--- config.mk ---
export PLATFORM = sky130hd
export DESIGN_NAME = logic_unit_iter_flat
export DESIGN_NICKNAME = d
export VERILOG_FILES = /design/src/rtl/logic_unit_pkg.sv /design/src/rtl/logic_unit_iter_if.sv /design/src/rtl/logic_slice.sv /design/src/rtl/logic_unit_iter.sv /design/src/flat_wrapper.sv
export SDC_FILE = /design/constraint.sdc
export NUM_CORES = 1
export LEC_CHECK = 0
export ABC_AREA = 0
export BUFFER_PORTS_ARGS = -buffer_cell sky130_fd_sc_hd__buf_2
export CAP_MARGIN = 20
export CORE_MARGIN = 1.5
export CORE_UTILIZATION = 39
export CTS_CLUSTER_DIAMETER = 200
export DETAILED_ROUTE_END_ITERATION = 6
export HOLD_SLACK_MARGIN = 0.03
export SETUP_SLACK_MARGIN = 0.5
export SYNTH_ARGS = -nofsm -noshare
export SYNTH_HDL_FRONTEND = slang
export SYNTH_HIERARCHICAL = 1
export SYNTH_SLANG_ARGS = --single-unit
--- constraint.sdc ---
create_clock -name clk -period 3.11 [get_ports clk]
set_clock_uncertainty 0.2 [all_clocks]
set_input_delay 0.622 -clock clk [delete_from_list [all_inputs] [get_ports clk]]
set_output_delay 0.622 -clock clk [all_outputs]
set_load 0.01 [all_outputs]
--- src/rtl/logic_unit_pkg.sv ---
// Shared encodings for the iterative bitwise logic unit.
// Operation codes, FSM states and the slice-counter width helper.
package logic_unit_pkg;

    typedef enum logic [1:0] {
        OP_AND = 2'b00,
        OP_OR  = 2'b01,
        OP_XOR = 2'b10,
        OP_NOR = 2'b11
    } op_e;

    typedef enum logic [1:0] {
        S_IDLE = 2'd0,
        S_RUN  = 2'd1,
        S_DONE = 2'd2
    } state_e;

    // A single-slice unit still needs a 1-bit counter to keep the datapath uniform.
    function automatic int cnt_width(input int n);
        return (n <= 1) ? 1 : $clog2(n);
    endfunction

endpackage

--- src/rtl/logic_unit_iter_if.sv ---
// Operand (valid/ready in) and result (valid/ready out) bundle of the logic unit.
// master = operand producer / result consumer, slave = the unit itself.
interface logic_unit_iter_if #(parameter int WIDTH = 32);
    logic             in_valid;
    logic             in_ready;
    logic [1:0]       op;
    logic [WIDTH-1:0] A;
    logic [WIDTH-1:0] B;
    logic             out_valid;
    logic             out_ready;
    logic [WIDTH-1:0] res;
    logic             zero;

    modport master (
        output in_valid, op, A, B, out_ready,
        input  in_ready, out_valid, res, zero
    );

    modport slave (
        input  in_valid, op, A, B, out_ready,
        output in_ready, out_valid, res, zero
    );
endinterface

--- src/rtl/logic_slice.sv ---
// One CHUNK-bit slice of the bitwise function; purely combinational, no state.
// No inter-slice carries, so slices can be evaluated in any order.
module logic_slice
    import logic_unit_pkg::*;
#(
    parameter int CHUNK = 8
) (
    input  op_e              op,
    input  logic [CHUNK-1:0] a,
    input  logic [CHUNK-1:0] b,
    output logic [CHUNK-1:0] y
);

    always_comb begin
        y = '0;
        unique case (op)
            OP_AND: y = a & b;
            OP_OR:  y = a | b;
            OP_XOR: y = a ^ b;
            OP_NOR: y = ~(a | b);
        endcase
    end

endmodule

--- src/rtl/logic_unit_iter.sv ---
// Iterative AND/OR/XOR/NOR unit, one CHUNK slice per clock; result valid WIDTH/CHUNK cycles after accept.
// Holds the result in DONE indefinitely while out_ready is low; accepts operands only in IDLE.
module logic_unit_iter
    import logic_unit_pkg::*;
#(
    parameter int WIDTH = 32,
    parameter int CHUNK = 8
) (
    input  logic              clk,
    input  logic              rst_n,
    logic_unit_iter_if.slave  bus
);

    localparam int            N    = WIDTH / CHUNK;
    localparam int            CW   = cnt_width(N);
    localparam logic [CW-1:0] LAST = CW'(N - 1);

    generate
        if (CHUNK <= 0 || WIDTH % CHUNK != 0) begin : g_chunk_check
            $error("logic_unit_iter: CHUNK must be positive and divide WIDTH");
        end
    endgenerate

    state_e           state_q, state_d;
    logic [CW-1:0]    cnt_q, cnt_d;
    logic [WIDTH-1:0] a_q, a_d, b_q, b_d;
    op_e              op_q, op_d;
    logic [WIDTH-1:0] res_q, res_d;
    logic             zero_q, zero_d;

    logic [31:0]      shamt;
    logic [CHUNK-1:0] slice_a, slice_b, slice_y;

    // Single shared slice evaluator fed by the counter-indexed operand mux.
    assign shamt   = 32'(cnt_q) * 32'(CHUNK);
    assign slice_a = CHUNK'(a_q >> shamt);
    assign slice_b = CHUNK'(b_q >> shamt);

    logic_slice #(.CHUNK(CHUNK)) u_slice (
        .op (op_q),
        .a  (slice_a),
        .b  (slice_b),
        .y  (slice_y)
    );

    always_ff @(posedge clk or negedge rst_n) begin
        if (!rst_n) begin
            state_q <= S_IDLE;
            cnt_q   <= '0;
            a_q     <= '0;
            b_q     <= '0;
            op_q    <= OP_AND;
            res_q   <= '0;
            zero_q  <= 1'b0;
        end else begin
            state_q <= state_d;
            cnt_q   <= cnt_d;
            a_q     <= a_d;
            b_q     <= b_d;
            op_q    <= op_d;
            res_q   <= res_d;
            zero_q  <= zero_d;
        end
    end

    always_comb begin
        state_d = state_q;
        cnt_d   = cnt_q;
        a_d     = a_q;
        b_d     = b_q;
        op_d    = op_q;
        res_d   = res_q;
        zero_d  = zero_q;
        unique case (state_q)
            S_IDLE: begin
                if (bus.in_valid) begin
                    a_d     = bus.A;
                    b_d     = bus.B;
                    op_d    = op_e'(bus.op);
                    res_d   = '0;
                    zero_d  = 1'b1;
                    cnt_d   = '0;
                    state_d = S_RUN;
                end
            end
            S_RUN: begin
                // res was cleared on accept, so OR-ing the shifted slice writes it in place.
                res_d  = res_q | (WIDTH'(slice_y) << shamt);
                zero_d = zero_q & (slice_y == '0);
                cnt_d  = cnt_q + CW'(1);
                if (cnt_q == LAST) begin
                    state_d = S_DONE;
                end
            end
            S_DONE: begin
                if (bus.out_ready) begin
                    state_d = S_IDLE;
                end
            end
            default: state_d = S_IDLE;
        endcase
    end

    always_comb begin
        bus.in_ready  = (state_q == S_IDLE);
        bus.out_valid = (state_q == S_DONE);
        bus.res       = res_q;
        bus.zero      = zero_q;
    end

endmodule

--- src/flat_wrapper.sv ---
// flat-port wrapper written by rule: the top's interface ports become plain ports
module logic_unit_iter_flat import logic_unit_pkg::*;
#(
    parameter int WIDTH = 32,
    parameter int CHUNK = 8
)
  (clk, rst_n, bus_in_valid, bus_op, bus_A, bus_B, bus_out_ready, bus_in_ready, bus_out_valid, bus_res, bus_zero);
  logic_unit_iter_if #(.WIDTH(WIDTH)) bus_i ();
  input  logic clk;
  input  logic rst_n;
  input wire logic [$bits(bus_i.in_valid)-1:0] bus_in_valid;
  input wire logic [$bits(bus_i.op)-1:0] bus_op;
  input wire logic [$bits(bus_i.A)-1:0] bus_A;
  input wire logic [$bits(bus_i.B)-1:0] bus_B;
  input wire logic [$bits(bus_i.out_ready)-1:0] bus_out_ready;
  output wire logic [$bits(bus_i.in_ready)-1:0] bus_in_ready;
  output wire logic [$bits(bus_i.out_valid)-1:0] bus_out_valid;
  output wire logic [$bits(bus_i.res)-1:0] bus_res;
  output wire logic [$bits(bus_i.zero)-1:0] bus_zero;
  assign bus_i.in_valid = bus_in_valid;
  assign bus_i.op = bus_op;
  assign bus_i.A = bus_A;
  assign bus_i.B = bus_B;
  assign bus_i.out_ready = bus_out_ready;
  assign bus_in_ready = bus_i.in_ready;
  assign bus_out_valid = bus_i.out_valid;
  assign bus_res = bus_i.res;
  assign bus_zero = bus_i.zero;
  logic_unit_iter #(.WIDTH(WIDTH), .CHUNK(CHUNK)) u_core (.clk(clk), .rst_n(rst_n), .bus(bus_i));
endmodule
==> summary.md, run 1 <==
| Metric | Value |
|---|---|
| H-tree depth | 3 |
| First-pass GRT wire length | 17500 um |
| Final wirelength | 10700 um |
| Worst-path clk slew | 0.07 ns |
| Die area | 0.0138 sq mm |
| Post-Synth XOR/XNOR Area | 1.37% |
| Tot GR Track Use | 16.3% |
| Critical Path Fanout Max | 9 |
| TritonCTS Buffers | 9 |
| Setup violations, final | 0 |
| Post-Syn Instances | 344 |
| Antenna fix cells | 0 |
| Outcome | completed |
| Number of synthesized register bits | 103 |
| Final instance area | 0.00618 sq mm |
| Initial core utilization | 40.2% |
| DRC | 0 |
| Post-synthesis mux area share | 29.3% |
| Ratio of cells with drive above 1 in the final layout | 53.6% |
| Slew Viols, Final | 0 |
| GP Congestion | 0.798 |
| Sw Ratio | 37.5% |
| CTS Buffer Depth | 2 |
| IO Count | 105 |
| Seq/Total Area, Yosys | 50.4% |
| Die Span X | 118 um |
| Overflow after GRT | 0 |
| Type of origin of the critical path | register |
| DP HPWL | 7360 um |
| Post-route insts no fill | 631 |
| Cell row count | 41 |
| Seq pwr share | 32.3% |
| DP Cell Count | 605 |
| Mapped Nets | 431 |
| Largest family of logic cells by synthesized area | multiplexers |
| Clock Sinks | 103 |
| I/O Buffers | 104 |
| Fmax | 0.384 GHz |
| Die H | 118 um |
| Mapped Avg Cell Area | 14.9 sq um |
| Post-synthesis compound-gate area fraction | 4.33% |
| Static leakage | 3.01 nW |
| FILL cells | 1178 |
| Via count | 3117 |
| Fin crit period | 2.61 ns |
| DR vias/cell | 4.94 |
| Mapped cell area | 0.00512 sq mm |
| Setup TNS | 0 ns |
| Clock tree from TritonCTS | built |
| Cell Int Power | 4.89 mW |
| Simple-gate share of the synthesized area | 4.01% |
| DR iter-0 viols | 128 |
| Worst Hold Class | input port to asynchronous set/reset pin |
| Post-DRT Antenna Nets | 0 |
| Area Growth Syn to Fin | 20.9% |
| Pin count of the biggest net entering global routing | 56 |
| Initial antenna violation count | 0 |
| VDD IR max | 518 uV |
| First-pass DRT Iterations | 4 |
| Final Hold Viols | 0 |
| Clk_lat worst skew | 0.35 ns |
| Sw Pwr | 2.93 mW |
| Hold-fix buffer count after cts | 0 |
| Combinational share of power | 54.2% |
| Period utilisation layout | 83.8% |
| Number of global-route vias before repair | 3306 |
| Distinct cells, synth | 29 |
| Max Cap Violations | 0 |
| RSZ-0062 raised after global routing | true |
| Worst Tran Pin Value | 0.842 ns |
| Drt wl/cell | 16.9 um |
| Cell Area, Placed | 0.00568 sq mm |
| Relative slew slack | 43.9% |
| Root Buffer | clkbuf_16 |
| Final #Nets | 541 |
| Critical path class | register to register |
| Critical path required time | 3.19 ns |
| Post-Synth Adder-Cell Area | 4.16% |
| Ys Warns | 6 |
| Crit path DAT | 2.69 ns |
| P per Cell Area | 1260 mW/mm^2 |
| Core area | 0.0127 sq mm |
| Crit. End Element | register |
| Clock network fraction of total power | 13.5% |
==> cells in the final DEF (no fill, tap or decap), drive strengths merged <==
cell type,count
buf,121
dfrtp,103
mux2,66
nor2,28
a21oi,25
ha,17
inv,17
mux2i,17
mux4,16
clkbuf,12
a22o,9
xor2,8
clkinv,4
nor2b,2
nand2,2
nand2b,2
o21ai,2
nor4,2
nor3b,1
and4b,1
and4bb,1
nor4bb,1
nor3,1
o21bai,1
==> per-layer routing <==
metal	GRT usage (%)	vias to the layer above	part of all wire [%]
met5	0	-	0
met4	4.19	0	1.2
met3	4.60	14	5.5
met2	26.7	98	49
met1	21.6	1575	44
li1	-	1430	-
==> cells in the mapped netlist <==
master      n  area [sq um]
ha_1       17           213
o21ai_0     2          10.0
buf_12      7           140
nor2_1     28           105
and4b_1     1          10.0
mux2_2      3          33.8
buf_6       6          67.6
and4bb_2    1          12.5
nor3b_2     1          12.5
dfrtp_1   103          2580
clkbuf_2    1          5.00
a22o_1      9          78.8
a21oi_1    25           125
nor4bb_1    1          10.0
nand2b_1    2          12.5
mux2_1      3          33.8
nor3_2      1          10.0
nand2_1     2          7.51
buf_2       5          25.0
o21bai_1    1          7.51
xor2_1      8          70.1
nor4_1      2          12.5
mux2_4     60           901
mux4_2     16           360
mux2i_1    17           170
inv_1      17          63.8
buf_4       2          15.0
buf_8       1          15.0
nor2b_1     2          12.5
==> power by group through the flow <==
stage	registers (mW)	clock network (mW)	logic, mW
floorplan	2.38	0	2.86
global placement	2.52	0	3.47
detailed placement	2.53	0	3.57
CTS	2.52	1.09	3.99
global route	2.62	1.15	4.60
finish	2.52	1.06	4.24
==> layout make-up <==
class / instances / area [sq um] / share of cell area [%]
repair buffers: 121 / 721 / 11.7
well taps: 172 / 215 / 3.48
flip-flops and latches: 103 / 2580 / 41.7
multi-input cells: 202 / 2330 / 37.7
clock inverters: 4 / 20.0 / 0.324
clock buffers: 12 / 256 / 4.15
inverters: 17 / 63.8 / 1.03
==> per-stage QoR <==
| stage | power [mW] | worst slack (ns) | hold slack [ns] | utilization [%] |
|---|---|---|---|---|
| detailed placement | 6.09 | 0.316 | 0.279 | 44.7 |
| global placement | 5.99 | 0.344 | 0.274 | 44.7 |
| CTS | 7.60 | 0.505 | 0.114 | 47.9 |
| finish | 7.82 | 0.503 | 0.0971 | 48.6 |
| global route | 8.37 | 0.398 | 0.146 | 48.6 |
| floorplan | 5.24 | 0.588 | 0.126 | - |
==> what timing repair did <==
item                       4_1_cts  5_1_grt
resized for setup                9       21
setup buffers                    9        0
gates cloned                     1        0
setup endpoints to repair       11       15
pin swaps                        1        3
hold endpoints to repair         0        0
==> cell families (layout without fill, tap and decap cells) <==
logic type / Yosys count / after routing
AO/OA/AOI/OAI: 37 / 37
AND/OR/NAND/NOR: 41 / 41
XOR/XNOR: 8 / 8
flip-flops: 103 / 103
buffers and inverters: 39 / 154
adder cells (fa/ha/maj): 17 / 17
multiplexers: 99 / 99
==> path summary, 6_finish.rpt <==
path                            cells after the start             from  slack, ns                 end
worst max-delay path                                9  u_core/cnt_q[0]       0.50     u_core/bus.zero
worst min-delay path                                1            rst_n        0.1  u_core/bus.res[14]
worst max register to register                      9  u_core/cnt_q[0]       0.50     u_core/bus.zero
worst min register to register                      1    u_core/a_q[3]       0.30       u_core/a_q[3]
max in group asynchronous                           2            rst_n       1.89       u_core/a_q[9]
min in group clk                                    2         bus_A[2]       0.30       u_core/a_q[2]
==> registers in the layout (all words and copies together) (netlist names) <==
register,count
u_core/state_q,2
u_core/bus.res,32
u_core/bus.zero,1
u_core/op_q,2
u_core/a_q,32
u_core/cnt_q,2
u_core/b_q,32
==> critical path, stage by stage (launching register included) <==
cell	delay (ns)
dfrtp_2	0.43
buf_12	0.16
mux4_2	0.53
inv_1	0.09
ha_1	0.23
mux2i_1	0.17
mux2i_2	0.18
nor4_1	0.34
a21oi_1	0.11
nor2_1	0.09
Note: power is estimated with default switching activity, not from simulation.
==> run 2: changes to the inputs <==
--- a/config.mk
+++ b/config.mk
@@ -5,7 +5,7 @@
 export SDC_FILE = /design/constraint.sdc
 export NUM_CORES = 1
 export LEC_CHECK = 0
-export ABC_AREA = 0
+export ABC_AREA = 1
 export BUFFER_PORTS_ARGS = -buffer_cell sky130_fd_sc_hd__buf_2
 export CAP_MARGIN = 20
 export CORE_MARGIN = 1.5
==> constraint.sdc (replaced) <==
create_clock -name clk -period 2.6 [get_ports clk]
set_clock_uncertainty 0.2 [all_clocks]
set_input_delay 0.52 -clock clk [delete_from_list [all_inputs] [get_ports clk]]
set_output_delay 0.52 -clock clk [all_outputs]
set_load 0.01 [all_outputs]
==> run 2 against run 1 <==
  * Worst setup slack lost 0.29 ns
  * Die area decreased by 2.5%
  * Hold slack better by 0.051 ns
  * Fmax increased by 9.4%
==> summary.md, run 2 <==
| Metric | Value |
|---|---|
| Root Buffer | clkbuf_16 (unchanged) |
| H-tree depth | 3 (unchanged) |
| DP HPWL | 9140 um (was 7360 um) |
| Worst Hold Class | input port to register (was input port to asynchronous set/reset pin) |
| Setup violations, final | 0 (unchanged) |
| CP Buf/Inv Count | 3 (was 2) |
| Mapped Avg Cell Area | 8.01 sq um (was 14.9 sq um) |
| Slowest-stage cell, CP | dfrtp_2 (was mux4_2) |
| Yosys top cell area share | 51.7% (was 50.4%) |
| DP Cell Count | 878 (was 605) |
| Most frequent cells after synthesis | nand2_1, dfrtp_1, nor2_1 (was dfrtp_1, mux2_4, nor2_1) |
| Clock Sinks | 103 (unchanged) |
| Post-DRT Antenna Nets | 0 (unchanged) |
| GP Congestion | 0.851 (was 0.798) |
| Final Hold Viols | 0 (unchanged) |
| Outcome | completed (unchanged) |
| Register area | 0.00258 sq mm (about the same) |
| Crit. End Element | register (unchanged) |
| Critical path class | register to register (unchanged) |
| Die Span X | 116 um (was 118 um) |
| TritonCTS Buffers | 9 (unchanged) |
| Core area | 0.0126 sq mm (was 0.0127 sq mm) |
| Ys Warns | 6 (unchanged) |
| Crit-path max cell delay | 0.46 ns (was 0.53 ns) |
| Pin count of the biggest net entering global routing | 60 (was 56) |
| Relative slew slack | 61.7% (was 43.9%) |
| Post-Syn Instances | 623 (was 344) |
| Critical-path cell list | buf_6 > buf_12 > o21ai_1 > o22ai_2 > inv_2 > ha_4 > nand3_2 > nand4_1 > nor2_1 > nand2_1 > nor2_1 > nor2_1 > nor2_1 (was buf_12 > mux4_2 > inv_1 > ha_1 > mux2i_1 > mux2i_2 > nor4_1 > a21oi_1 > nor2_1) |
| Cell row count | 41 (unchanged) |
| Mapped cell area | 0.00499 sq mm (was 0.00512 sq mm) |
| Drt wl/cell | 14.5 um (was 16.9 um) |
| Worst min-delay path startpoint | bus_out_ready |
| R2r endpoint | u_core/bus.zero (unchanged) |
| Clk_lat worst skew | 0.35 ns (about the same) |
| Fin crit period | 2.38 ns (was 2.61 ns) |
| Top cell family by delay on the critical path | simple AND/OR/NAND/NOR gates (was multiplexers) |
| Setup TNS | 0 ns (unchanged) |
| Fmax | 0.420 GHz (was 0.384 GHz) |
| DR vias/cell | 4.87 (was 4.94) |
| Worst Tran Pin Value | 0.575 ns (was 0.842 ns) |
| Worst path most repeated cell | nor2_1 |
| Ys async rst share | 100% (unchanged) |
| Crit path DAT | 2.47 ns (was 2.69 ns) |
| Critical path required time | 2.69 ns (was 3.19 ns) |
| Reg2Reg Depth | 13 (was 9) |
| Mapped Nets | 710 (was 431) |
| Crit path launch | u_core/cnt_q[0] (unchanged) |
| Max Cap Violations | 0 (unchanged) |
| Critical Path Stages | 13 (was 9) |
| Type of origin of the critical path | register (unchanged) |
| Final #Nets | 826 (was 541) |
| Hold depth | 2 |
| Antenna fix cells | 0 (unchanged) |
| DRC | 0 (unchanged) |
| Synth area leader | dfrtp_1 (unchanged) |
| Area Growth Syn to Fin | 29.9% (was 20.9%) |
| IO Count | 105 (unchanged) |
| First-pass DRT Iterations | 5 (was 4) |
| DR iter-0 viols | 282 (was 128) |
| P per Cell Area | 1410 mW/mm^2 (was 1260 mW/mm^2) |
| Ratio of cells with drive above 1 in the final layout | 28.5% (was 53.6%) |
| FILL cells | 1234 (was 1178) |
| Worst r2r src | u_core/cnt_q[0] (unchanged) |
| Number of synthesized flops with an enable pin | 0 (unchanged) |
| Worst-path clk slew | 0.07 ns (about the same) |
| Final wirelength | 13200 um (was 10700 um) |
| Top post-synthesis cells by area | dfrtp_1, nand2_1, nor2_1 (was dfrtp_1, mux2_4, mux4_2) |
| First-pass GRT wire length | 21500 um (was 17500 um) |
| Number of global-route vias before repair | 4415 (was 3306) |
| Most common cell after layout, fill and taps aside | nand2_1 (was buf_2) |
| Seq/Total Area, Yosys | 51.7% (was 50.4%) |
| Count leader, synth | nand2_1 (was dfrtp_1) |
| CTS Buffer Depth | 2 (unchanged) |
| Number of synthesized register bits | 103 (unchanged) |
| Reg2reg setup slack | 0.22 ns (was 0.50 ns) |
| Initial core utilization | 39.7% (was 40.2%) |
| Die H | 116 um (was 118 um) |
| Overflow after GRT | 0 (unchanged) |
| WHS Endpoint | u_core/state_q[1] |
| Die area | 0.0135 sq mm (was 0.0138 sq mm) |
| Via count | 4458 (was 3117) |
| Commonest cells after routing, fill and taps aside | nand2_1, buf_2, dfrtp_1 (was buf_2, dfrtp_1, mux2_4) |
| Tot GR Track Use | 20.7% (was 16.3%) |
| Distinct cells, synth | 23 (was 29) |
| Initial antenna violation count | 0 (unchanged) |
| Period utilisation layout | 91.6% (was 83.8%) |
| Slew Viols, Final | 0 (unchanged) |
| RSZ-0062 raised after global routing | true (unchanged) |
| I/O Buffers | 104 (unchanged) |
| Post-route insts no fill | 916 (was 631) |
| Multi-input combinational cell area | 0.00225 sq mm (was 0.00233 sq mm) |
| Critical Path Fanout Max | 5 (was 9) |
| VDD IR max | 467 uV (was 518 uV) |
| Static leakage | 3.50 nW (was 3.01 nW) |
| Clock tree from TritonCTS | built (unchanged) |
| Synth Flop Type | dfrtp_1 (unchanged) |
run 2: cell types whose count changed after synthesis, sizes merged, moves of 7 or more:
cell / before / now
clkbuf: 1 / 14
a22o: 9 / 0
nand4: 0 / 8
mux2i: 17 / 0
a21oi: 25 / 32
nor2: 28 / 86
nand2: 2 / 227
xor2: 8 / 0
mux2: 66 / 0
inv: 17 / 45
o22ai: 0 / 16
nand3: 0 / 20
o21ai: 2 / 34
mux4: 16 / 0
run 2: repair_timing:
item	4_1_cts	5_1_grt
hold endpoints to repair	10	0
gates resized for setup	18	74
endpoints found under the setup margin	33	33
buffers inserted	11	6
gates cloned	2	2
pin swaps	11	56
hold buffers	1	0
run 2: metal layers:
metal	up-vias	global-route usage [%]	share of wire [%]
li1	2203	-	-
met3	27	4.26	5.2
met1	2092	27.6	46
met5	-	0	0
met2	136	33.7	47
met4	0	7.72	2.5
run 2: stage by stage:
stage / hold slack (ns) / power, mW / setup slack, ns / area, sq um / utilization [%]
2_1_floorplan: 0.0244 / 5.54 / 0.498 / 5040 / -
3_3_place_gp: 0.178 / 6.44 / 0.0955 / 5640 / 44.9
3_5_place_dp: 0.175 / 6.54 / -0.0256 / 5640 / 44.9
4_1_cts: 0.138 / 8.47 / 0.262 / 6160 / 49.0
5_1_grt: 0.133 / 9.96 / 0.0515 / 6480 / 51.6
6_report: 0.148 / 9.16 / 0.218 / 6480 / 51.6
run 2: cells by family (layout without fill, tap and decap cells):
logic type	after synthesis	in the layout	share of synthesized area [%]
AND/OR/NAND/NOR	341	341	27.6
flip-flops	103	103	51.7
AO/OA/AOI/OAI	83	83	8.78
buffers and inverters	79	200	7.70
adder cells (fa/ha/maj)	17	17	4.26
run 2: cell type report:
cell class | instances | area share (%)
timing repair buffer | 138 | 13.7
clock inverter | 7 | 1.85
tap | 172 | 3.32
sequential | 103 | 39.8
clock buffer | 9 | 3.47
timing repair inverter | 1 | 0.135
multi-input combinational | 441 | 34.8
inverter | 45 | 2.88
run 2: worst max-delay path by stage:
stage | endpoint | slack, ns
CTS | u_core/bus.zero | 0.26
floorplan | u_core/bus.zero | 0.50
finish | u_core/bus.zero | 0.22
global route | u_core/bus.zero | 0.05
detailed placement | u_core/bus.zero | -0.03
global placement | u_core/bus.zero | 0.1
run 2: where the power goes:
| part | switching, mW | internal (mW) | total, mW | leakage (nW) |
|---|---|---|---|---|
| sequential | 0.550 | 2.26 | 2.81 | 1.31 |
| combinational | 2.86 | 1.94 | 4.79 | 2.03 |
| clock | 0.607 | 0.944 | 1.55 | 0.166 |
| total | 4.01 | 5.15 | 9.16 | 3.50 |
==> run 3: changes to the inputs <==
--- a/config.mk
+++ b/config.mk
@@ -13,6 +13,7 @@
 export CTS_CLUSTER_DIAMETER = 200
 export DETAILED_ROUTE_END_ITERATION = 6
 export HOLD_SLACK_MARGIN = 0.03
+export RECOVER_POWER = 100
 export SETUP_SLACK_MARGIN = 0.5
 export SYNTH_ARGS = -nofsm -noshare
 export SYNTH_HDL_FRONTEND = slang
==> run 3 against run 2 <==
  * Final cell count unchanged
  * Sequential power hardly changed
  * Critical path depth decreased by 1
  * Non-clock buffer count unchanged
  * Sequential share of layout area grew 0.57 points
  * Worst setup slack got worse by 0.0058 ns
  * Clock-buffer cell count unchanged
  * Core utilization is 0.73 points lower
  * Largest cell class unchanged
  * Largest power group unchanged
  * Fmax fell by 0.24%
==> summary.md, run 3 (same netlist as run 2, synthesis figures left out) <==
| Metric | Value |
|---|---|
| Sw Pwr | 3.98 mW (was 4.01 mW) |
| Clk_lat worst skew | 0.35 ns (about the same) |
| DP Cell Count | 878 (unchanged) |
| Number of global-route vias before repair | 4415 (unchanged) |
| Critical Path Fanout Max | 9 (was 5) |
| Most common cell after layout, fill and taps aside | nand2_1 (unchanged) |
| First-pass GRT wire length | 21500 um (unchanged) |
| Root Buffer | clkbuf_16 (unchanged) |
| Final Util | 50.8% (was 51.6%) |
| DR vias/cell | 4.87 (about the same) |
| Post-DRT Antenna Nets | 0 (unchanged) |
| Cell row count | 41 (unchanged) |
| Worst Tran Pin Value | 0.873 ns (was 0.575 ns) |
| Clock tree from TritonCTS | built (unchanged) |
| Die area | 0.0135 sq mm (unchanged) |
| RSZ-0062 raised after global routing | true (unchanged) |
| Post-route insts no fill | 916 (unchanged) |
| Fmax | 0.419 GHz (was 0.420 GHz) |
| VDD IR max | 464 uV (was 467 uV) |
| Setup violations, final | 0 (unchanged) |
| Critical path required time | 2.63 ns (was 2.69 ns) |
| Crit path DAT | 2.41 ns (was 2.47 ns) |
| I/O Buffers | 104 (unchanged) |
| Final wirelength | 13300 um (was 13200 um) |
| H-tree depth | 3 (unchanged) |
| Type of origin of the critical path | register (unchanged) |
| P per Cell Area | 1420 mW/mm^2 (was 1410 mW/mm^2) |
| Hold slack | 0.150 ns (was 0.148 ns) |
| First-pass DRT Iterations | 5 (unchanged) |
| Sw Ratio | 44.0% (was 43.8%) |
| Final #Nets | 826 (unchanged) |
| Area Growth Syn to Fin | 28.1% (was 29.9%) |
| GP Congestion | 0.851 (unchanged) |
| Core area | 0.0126 sq mm (unchanged) |
| Die H | 116 um (unchanged) |
| Initial antenna violation count | 0 (unchanged) |
| Max Cap Violations | 0 (unchanged) |
| Critical path class | register to register (unchanged) |
| IO Count | 105 (unchanged) |
| Die Span X | 116 um (unchanged) |
| Outcome | completed (unchanged) |
| CTS Buffer Depth | 2 (unchanged) |
| Slowest-stage cell, CP | dfrtp_2 (unchanged) |
| DP HPWL | 9140 um (unchanged) |
| Clock Sinks | 103 (unchanged) |
| Tot GR Track Use | 20.7% (unchanged) |
| Clock network fraction of total power | 17.1% (was 16.9%) |
| Top cell family by delay on the critical path | compound AO/OA/AOI/OAI gates (was simple AND/OR/NAND/NOR gates) |
| Overflow after GRT | 0 (unchanged) |
| Combinational share of power | 51.8% (was 52.3%) |
| Worst-path clk slew | 0.07 ns (about the same) |
| Slew Viols, Final | 0 (unchanged) |
| Worst Hold Class | input port to register (unchanged) |
| TritonCTS Buffers | 9 (unchanged) |
| Pin count of the biggest net entering global routing | 60 (unchanged) |
| Commonest cells after routing, fill and taps aside | nand2_1, dfrtp_1, nor2_1 (was nand2_1, buf_2, dfrtp_1) |
| Initial core utilization | 39.7% (unchanged) |
| DRC | 0 (unchanged) |
| Critical-path cell list | buf_6 > clkbuf_16 > o21ai_0 > o22ai_2 > inv_1 > ha_1 > nand3_1 > nand4_1 > inv_1 > nor2_1 > a21oi_1 > nor2_1 (was buf_6 > buf_12 > o21ai_1 > o22ai_2 > inv_2 > ha_4 > nand3_2 > nand4_1 > nor2_1 > nand2_1 > nor2_1 > nor2_1 > nor2_1) |
| Multi-input combinational cell area | 0.00223 sq mm (was 0.00225 sq mm) |
| Final Hold Viols | 0 (unchanged) |
| Register area | 0.00258 sq mm (unchanged) |
| Drt wl/cell | 14.5 um (about the same) |
| Antenna fix cells | 0 (unchanged) |
| Fin crit period | 2.39 ns (was 2.38 ns) |
| CP Buf/Inv Count | 4 (was 3) |
| Ratio of cells with drive above 1 in the final layout | 22.3% (was 28.5%) |
| FILL cells | 1260 (was 1234) |
| DR iter-0 viols | 306 (was 282) |
| Via count | 4465 (was 4458) |
| Seq pwr share | 31.1% (was 30.7%) |
| Crit. End Element | register (unchanged) |
| Static leakage | 3.34 nW (was 3.50 nW) |
| Period utilisation layout | 91.8% (was 91.6%) |
| Crit-path max cell delay | 0.44 ns (was 0.46 ns) |
| Cell Int Power | 5.07 mW (was 5.15 mW) |
| Relative slew slack | 41.8% (was 61.7%) |
[run 3: changes by cell type in the layout (fill, tap and decap cells not counted), moves of 2 or more]
cell      previous run  this run
clkbuf_1             0        37
nor2_1              76        79
inv_2                7         4
nor2_2               4         1
clkbuf_4             0         3
buf_4               21        16
buf_2              103        68
inv_1               35        37
[run 3: stage by stage]
stage	worst slack (ns)	total power, mW	setup TNS, ns	area (sq um)
global placement	0.0955	6.44	0	5640
CTS	0.262	8.47	0	6160
detailed placement	-0.0256	6.54	-0.0309	5640
floorplan	0.498	5.54	0	5040
global route	0.0436	9.86	0	6390
finish	0.213	9.05	0	6390
[run 3: power by group through the flow]
stage	logic, mW	registers [mW]	clock network, mW
after floorplan	2.93	2.61	0
after global placement	3.62	2.82	0
after detailed placement	3.72	2.82	0
after CTS	4.11	2.78	1.59
after global routing	5.31	2.89	1.66
final	4.69	2.81	1.55
[run 3: metal layers]
| layer | part of all wire [%] | GRT usage (%) |
|---|---|---|
| met1 | 45 | 27.6 |
| met4 | 2.3 | 7.72 |
| met2 | 47 | 33.7 |
| met5 | 0 | 0 |
| met3 | 5.3 | 4.26 |
[run 3: timing repair]
item | CTS | global route
cloned | 2 | 2
pin swaps | 11 | 56
hold endpoints to repair | 10 | 0
resized for setup | 18 | 74
hold buffers | 1 | 0
setup buffers | 11 | 6
setup endpoints to repair | 33 | 33
[run 3: layout make-up]
type / instances / share of cell area, %
Timing Repair inverter: 1 / 0.137
Inverter: 45 / 2.92
Timing Repair Buffer: 138 / 12.9
Clock inverter: 7 / 1.88
Multi-Input combinational cell: 441 / 34.9
Sequential cell: 103 / 40.4
Tap cell: 172 / 3.37
Clock buffer: 9 / 3.52
[run 3: worst paths after layout]
check / startpoint / to / slack [ns] / cells after the start
setup reg to reg: u_core/cnt_q[0] / u_core/bus.res[5] / 0.21 / 12
max in group asynchronous: rst_n / u_core/op_q[1] / 0.42 / 3
setup / recovery: u_core/cnt_q[0] / u_core/bus.res[5] / 0.21 / 12
hold / removal: bus_out_ready / u_core/state_q[1] / 0.15 / 2
hold reg to reg: u_core/a_q[22] / u_core/a_q[22] / 0.29 / 2
min in group asynchronous: rst_n / u_core/state_q[1] / 0.49 / 2
